### src/rtl/ex_operand_stage.sv
// ID/EX operand stage feeding the execute ALU: one-entry register with
// EX/MEM and MEM/WB forwarding at capture, while held, and on the outputs.
module ex_operand_stage #(
  parameter int DATA_WIDTH    = 32,
  parameter int OPCODE_LENGTH = 4,
  parameter int REG_ADDR      = 5
) (
  input  logic                     clk,
  input  logic                     reset,
  input  logic                     in_valid,
  output logic                     in_ready,
  input  logic [REG_ADDR-1:0]      in_rs1_addr,
  input  logic [REG_ADDR-1:0]      in_rs2_addr,
  input  logic [DATA_WIDTH-1:0]    in_rs1_data,
  input  logic [DATA_WIDTH-1:0]    in_rs2_data,
  input  logic [DATA_WIDTH-1:0]    in_imm,
  input  logic                     in_alusrc,
  input  logic [OPCODE_LENGTH-1:0] in_operation,
  input  logic                     exmem_wr_en,
  input  logic                     memwb_wr_en,
  input  logic [REG_ADDR-1:0]      exmem_rd,
  input  logic [REG_ADDR-1:0]      memwb_rd,
  input  logic [DATA_WIDTH-1:0]    exmem_data,
  input  logic [DATA_WIDTH-1:0]    memwb_data,
  input  logic                     flush,
  output logic                     out_valid,
  input  logic                     out_ready,
  output logic [DATA_WIDTH-1:0]    SrcA,
  output logic [DATA_WIDTH-1:0]    SrcB,
  output logic [OPCODE_LENGTH-1:0] Operation,
  output logic [DATA_WIDTH-1:0]    store_data
);

  typedef enum logic {
    EMPTY = 1'b0,
    FULL  = 1'b1
  } state_e;

  state_e                   state_q;
  logic [REG_ADDR-1:0]      rs1_addr_q, rs2_addr_q;
  logic [DATA_WIDTH-1:0]    rs1_val_q, rs2_val_q, imm_q;
  logic                     alusrc_q;
  logic [OPCODE_LENGTH-1:0] op_q;

  logic                     accept;
  logic [DATA_WIDTH-1:0]    in_rs1_fwd, in_rs2_fwd;
  logic [DATA_WIDTH-1:0]    rs1_fwd, rs2_fwd;

  // EX/MEM wins over MEM/WB; x0 is hard-wired and never forwarded.
  function automatic logic [DATA_WIDTH-1:0] fwd(
    input logic [REG_ADDR-1:0]   addr,
    input logic [DATA_WIDTH-1:0] val,
    input logic                  ex_en,
    input logic [REG_ADDR-1:0]   ex_rd,
    input logic [DATA_WIDTH-1:0] ex_data,
    input logic                  wb_en,
    input logic [REG_ADDR-1:0]   wb_rd,
    input logic [DATA_WIDTH-1:0] wb_data
  );
    if (addr != '0 && ex_en && ex_rd == addr) begin
      return ex_data;
    end else if (addr != '0 && wb_en && wb_rd == addr) begin
      return wb_data;
    end
    return val;
  endfunction

  assign in_rs1_fwd = fwd(in_rs1_addr, in_rs1_data, exmem_wr_en, exmem_rd, exmem_data,
                          memwb_wr_en, memwb_rd, memwb_data);
  assign in_rs2_fwd = fwd(in_rs2_addr, in_rs2_data, exmem_wr_en, exmem_rd, exmem_data,
                          memwb_wr_en, memwb_rd, memwb_data);
  assign rs1_fwd    = fwd(rs1_addr_q, rs1_val_q, exmem_wr_en, exmem_rd, exmem_data,
                          memwb_wr_en, memwb_rd, memwb_data);
  assign rs2_fwd    = fwd(rs2_addr_q, rs2_val_q, exmem_wr_en, exmem_rd, exmem_data,
                          memwb_wr_en, memwb_rd, memwb_data);

  assign out_valid  = (state_q == FULL);
  assign in_ready   = !out_valid || out_ready;
  assign accept     = in_valid && in_ready;

  assign SrcA       = rs1_fwd;
  assign store_data = rs2_fwd;
  assign SrcB       = alusrc_q ? imm_q : rs2_fwd;
  assign Operation  = op_q;

  always_ff @(posedge clk or negedge reset) begin
    if (!reset) begin
      state_q    <= EMPTY;
      rs1_addr_q <= '0;
      rs2_addr_q <= '0;
      rs1_val_q  <= '0;
      rs2_val_q  <= '0;
      imm_q      <= '0;
      alusrc_q   <= 1'b0;
      op_q       <= '0;
    end else if (flush) begin
      state_q <= EMPTY;
    end else if (accept) begin
      state_q    <= FULL;
      rs1_addr_q <= in_rs1_addr;
      rs2_addr_q <= in_rs2_addr;
      rs1_val_q  <= in_rs1_fwd;
      rs2_val_q  <= in_rs2_fwd;
      imm_q      <= in_imm;
      alusrc_q   <= in_alusrc;
      op_q       <= in_operation;
    end else if (state_q == FULL && out_ready) begin
      state_q <= EMPTY;
    end else if (state_q == FULL) begin
      // Re-latch forwarded values so they survive the producer leaving WB.
      rs1_val_q <= rs1_fwd;
      rs2_val_q <= rs2_fwd;
    end
  end

endmodule

### config.mk
export PLATFORM = sky130hd
export DESIGN_NAME = ex_operand_stage
export DESIGN_NICKNAME = d
export VERILOG_FILES = /design/src/rtl/ex_operand_stage.sv
export SDC_FILE = /design/constraint.sdc
export NUM_CORES = 1
export LEC_CHECK = 0
export ABC_AREA = 1
export BUFFER_PORTS_ARGS = -buffer_cell sky130_fd_sc_hd__buf_2
export CORE_AREA = 2 2 182 113
export DETAILED_ROUTE_END_ITERATION = 8
export DIE_AREA = 0 0 184 115
export PLACE_DENSITY = 0.81
export SLEW_MARGIN = 15
export SYNTH_ARGS = -nofsm -noshare
export SYNTH_HDL_FRONTEND = slang
export SYNTH_SLANG_ARGS = --single-unit
export TNS_END_PERCENT = 100
### constraint.sdc
create_clock -name clk -period 2.5 [get_ports clk]
set_input_delay 0.125 -clock clk [delete_from_list [all_inputs] [get_ports clk]]
set_output_delay 0.125 -clock clk [all_outputs]
set_load 0.05 [all_outputs]
Word-level counts from Yosys, hierarchy flattened:

Index checks and enable logic that the tools add are counted.

* latch bits: 0
* output and inout port bits: 102
* bits in registers: 112
* memories: 0
* memory bits (writable): 0
* bits in read-only memories: 0

* eq/ne operators: 9
* reductions and logical operators: 28
* muxes and demuxes: 30
* bitwise logic cells: 1
* $mul: 0
* $lt $le $gt $ge: 0
* divide/modulo/power cells: 0
* shifts and indexed selects: 0
* $add $sub $neg: 0

Operator list (number)
* 32-bit two-way mux: 19
* 5-bit equality test: 8
* 5-bit nonzero test: 4
* 1-bit logical AND: 18
* 1-bit two-way mux: 11
* 3-bit AND reduction: 1
* 3-bit nonzero test: 1
* 2-bit != test (second input constant): 1
* 2-bit AND reduction: 1
* 2-bit nonzero test: 1
* 1-bit zero test: 1
* 1-bit logical OR: 1
* 1-bit NOT: 1

Logic depth before layout (Yosys ltp):

* depth after elaboration: 9
* mapped depth: 16
* depth with buffers taken out: 14

Least setup slack after synthesis:

No wires, ideal clock.

* kind: reg2out
* start point: register rs2_addr_q[2]
* end point: output port SrcB[11]
* cell stages (with the launch flop): 13
* path slack: 0.232 ns
* buffers on the path: 2
* data arrival time: 2.143 ns
* cells stage by stage: dfrtp_1 > inv_1 > nand2_1 > nand2_1 > nand3_1 > nor2_4 > nand2_2 > buf_6 > buf_4 > nand3b_1 > and2_1 > nand2_1 > nand2_1

* longest elaborated chain between the ends: 7
* elaborated cells between the ends (all ways): 12

RTL lines
* start, declared: RTL line 40 `logic [REG_ADDR-1:0] rs1_addr_q, rs2_addr_q;`
* start signal, assigned: RTL line 101 `rs2_addr_q <= in_rs2_addr;`
* 5-bit nonzero test: RTL line 60, 62
* 1-bit logical AND (2 in a row): RTL line 62 `end else if (addr != '0 && wb_en && wb_rd == addr) begin`
* 1-bit two-way mux: RTL line 62
* 1-bit two-way mux: RTL line 60 `if (addr != '0 && ex_en && ex_rd == addr) begin`
* 32-bit two-way mux (*): RTL line 65 `return val;`
* named net store_data[11]: RTL line 31 `output logic [DATA_WIDTH-1:0] store_data`
* 32-bit two-way mux (*): RTL line 83 `assign SrcB = alusrc_q ? imm_q : rs2_fwd;`
* end, declared: RTL line 29 `output logic [DATA_WIDTH-1:0] SrcB,`

Mark *: on every way through the listed nets, which the timed path passes. The rest lies on a longest branch.

Final worst setup path:

* start point: register rs2_addr_q[2]
* end point: output port SrcB[3]

* longest elaborated chain between the ends: 7
* elaborated cells between the ends (all ways): 12

RTL lines (RTL line)
* 5-bit nonzero test: 60, 62
* 1-bit logical AND (2 in a row): 62
* 1-bit two-way mux: 62
* 1-bit two-way mux: 60
* 32-bit two-way mux (*): 65
* 32-bit two-way mux (*): 83

Mark *: on every way between the ends. The rest lies on a longest branch, timed or not.

==> results.yml <==
status:
  status: "complete, but fails checks"
  violations: "negative hold slack"
sta:
  finalHoldViolCount: 1
  report.final.slew_viol_count: 0
  rsz0062_at_grt: "yes"
  tightest_slew_ns: 0.893
  setup_viol: 0
  fin_crit_ns: 2.46
  min_period_over_period_pct: 98.5
  clock.fmax_mhz: 406
  slew_headroom_pct: 40.5
  skew_ns: 0.0114
  fin_hold_ws_ns: -0.000945
min_path:
  hold_class: "in -> reg"
pwr:
  power_frac_seq_pct: 27.4
  power.density_nw_per_um2: 642
  switching_power_mw: 4.02
  leakage_nw: 7.38
  power.clock.fraction_pct: 18.6
  power.total_mw: 8.46
  ir_drop_mv: 0.512
  p_sw_share_pct: 47.6
  pwr-share-comb_pct: 54.0
  internal_power_mw: 4.44
route:
  drt_wl_total_um: 40400
  vias_per_cell: 5.72
  dr_total_vias: 13000
  ant_nets: 0
  wl_per_cell_um: 17.9
  firstDrtPassIters: 9
  dr.first_iter.drc_count: 1639
  drc_errors: 0
final_layout:
  syn_to_final_growth_pct: 27.5
  stdcell_area_um2: 13200
  drive_above_1_share_pct: 22.7
  nets: 2196
floorplanning:
  io_pins: 294
  die-area_um2: 21200
  die_w_um: 184
  start_util_pct: 52.9
  rows: 40
  die_h_um: 115
  core_area_um2: 19500
yosys:
  synth_top_area_cell: "dfrtp_1"
  synth_cells: 1735
  syn_area_per_cell_um2: 5.96
  ys.warnings.count: 0
  synth_ff_type: "dfrtp_1"
  async_flop_share_pct: 100
  synthTopCellsByArea: "dfrtp_1, nand2_1, nand3_1"
  synth_nets: 1927
  yosysMostFrequentCell: "nand2_1"
  synth.distinct_cells: 21
  synth_common_cells: "nand2_1, nand3_1, dfrtp_1"
  syn-cell-area_um2: 10300
  synth_edf_count: 0
  synth-seq-area-share_pct: 27.1
  synth_top_area_share_pct: 27.1
  ys_seq_elements: 112
grt:
  grt.busiest_layer: "met2"
  grt_pass1_vias: 11500
  grt_antenna_before_repair: 3
  grt_max_degree: 66
  grt_pass1_wl_um: 60100
  use_met1_pct: 49.4
  overflow: 0
  met3_usage_pct: 6.59
  met2_usage_pct: 57.1
  grt_usage_pct: 35.8
cts:
  path_clk_slew_ns: 0.08
  cts_buffer_depth: 2
  h-tree-depth: 3
  cts_tree: "done"
  clock_sinks: 112
  cts_root_buf: "clkbuf_16"
  clk_latency_ns: 0.37
  numCtsBuffers: 9
job:
  cap_violations: 0
setup_path:
  critPathKind: "reg -> out"
  cp_max_fo: 8
  crit_arrival_ns: 2.34
  cp.required_ns: 2.38
  cp-start-kind: "register"
  endpoint_kind: "output port"
placed_design:
  placed_area_um2: 11900
  dp_hpwl_um: 26400
  numPortBuffers: 293
  gp_congestion: 0.967
-- worst paths after layout --
path	from	endpoint	slack, ns	cells after the start
min	in_imm[16]	imm_q[16]$_DFFE_PN0P_	-0.0009	2
max in group asynchronous	reset	rs2_addr_q[2]$_DFFE_PN0P_	1.29	3
max	rs2_addr_q[2]$_DFFE_PN0P_	SrcB[3]	0.04	13
min in group asynchronous	reset	rs1_val_q[8]$_DFFE_PN0P_	0.32	2
max reg2reg	out_valid$_DFFE_PN0P_	imm_q[21]$_DFFE_PN0P_	0.34	7
min reg2reg	rs1_val_q[18]$_DFFE_PN0P_	rs1_val_q[18]$_DFFE_PN0P_	0.48	2
-- per-layer routing --
metal	wire length (um)	share of wire, %
met1	16300	40
met5	0	0
met4	1030	2.5
met3	4930	12
met2	18200	45
-- layout make-up --
cell class / count / area [um2]
Antenna cell: 4 / 10.0
Clock buffer: 11 / 243
Clock inverter: 5 / 61.3
Fill cell: 1803 / 6340
Inverter: 172 / 646
Multi-Input combinational cell: 1336 / 6450
Sequential cell: 112 / 2800
Tap cell: 252 / 315
Timing Repair Buffer: 373 / 2640
-- power by group through the flow --
stage	clock network [mW]	logic, mW	registers, mW
2_1_floorplan	0	2.99	2.34
3_3_place_gp	0	4.05	2.33
3_5_place_dp	0	4.10	2.34
4_1_cts	1.58	4.15	2.31
5_1_grt	1.64	4.86	2.36
6_report	1.57	4.56	2.32
-- cell usage in the layout (no fill, tap or decap) --
| cell | synthesis | routed |
|---|---|---|
| nand3_2 | 0 | 7 |
| dlygate4sd3_1 | 0 | 33 |
| xnor2_1 | 5 | 5 |
| bufinv_16 | 0 | 1 |
| nand2_4 | 0 | 1 |
| buf_12 | 0 | 11 |
| buf_2 | 47 | 250 |
| nor2_4 | 3 | 6 |
| clkinv_2 | 0 | 1 |
| clkbuf_1 | 31 | 1 |
| buf_4 | 5 | 34 |
| inv_2 | 12 | 13 |
| nand2_8 | 0 | 2 |
| a21oi_1 | 10 | 9 |
| clkbuf_8 | 0 | 1 |
| and2_1 | 64 | 41 |
| nand2_2 | 3 | 7 |
| inv_1 | 101 | 100 |
| nor2_1 | 14 | 11 |
| and2_4 | 0 | 23 |
| o21ai_0 | 10 | 10 |
| nor2_2 | 5 | 5 |
| clkinv_1 | 59 | 59 |
| inv_6 | 0 | 2 |
| nand3_1 | 400 | 393 |
| nand2_1 | 722 | 715 |
| clkinv_4 | 0 | 1 |
| clkbuf_4 | 0 | 9 |
| buf_6 | 13 | 25 |
| a21oi_4 | 0 | 1 |
| mux2_2 | 36 | 36 |
| diode_2 | 0 | 4 |
| nand3b_1 | 64 | 64 |
| dfrtp_1 | 112 | 111 |
| buf_8 | 0 | 4 |
| clkbuf_16 | 0 | 16 |
| dfrtp_2 | 0 | 1 |
-- critical path: stages, from the launching register on --
cell and delay [ns]:
dfrtp_1 0.43, inv_2 0.08, nand2_1 0.05, nand2_1 0.07, nand3_2 0.08, nor2_4 0.23, nand2_8 0.14, nand2_8 0.16
clkbuf_16 0.18, nand3_1 0.09, and2_4 0.16, nand2_1 0.05, nand2_1 0.08, buf_6 0.16
-- metrics by stage --
step	utilization [%]	cells	TNS, ns	hold WS [ns]	worst slack, ns
final	67.5	2265	0	-0.000945	0.0385
after global routing	67.5	2263	-0.199	0.00724	-0.0288
after CTS	64.1	2248	0	0.000304	0.0130
after detailed placement	60.9	2200	0	0.181	0.363
after global placement	60.9	2200	0	0.183	0.411
after floorplan	-	1735	0	-0.171	0.232
-- flip-flops by register name, summed over array words and instances (netlist names) --
signal      cells
imm_q          32
out_valid       1
rs2_val_q      32
rs1_val_q      32
rs1_addr_q      5
rs2_addr_q      5
alusrc_q        1
Operation       4
-- kinds of logic after synthesis --
logic type	count (synthesis)	share of synthesized area, %
AOI/OAI and AO/OA	20	0.969
muxes	36	3.92
and+or+nand+nor	1275	55.4
xor gates and xnor gates	5	0.424
DFF	112	27.1
buffers and inverters	287	12.1
-- what timing repair did --
action | in CTS | in global routing
gates cloned | 0 | 10
setup buffers | 0 | 2
gates resized for setup | 1 | 157
hold buffers | 32 | 1
hold endpoints to repair | 72 | 1
endpoints found under the setup margin | 4 | 85
pin swaps | 0 | 3
Power figures use the tool's default switching activity.
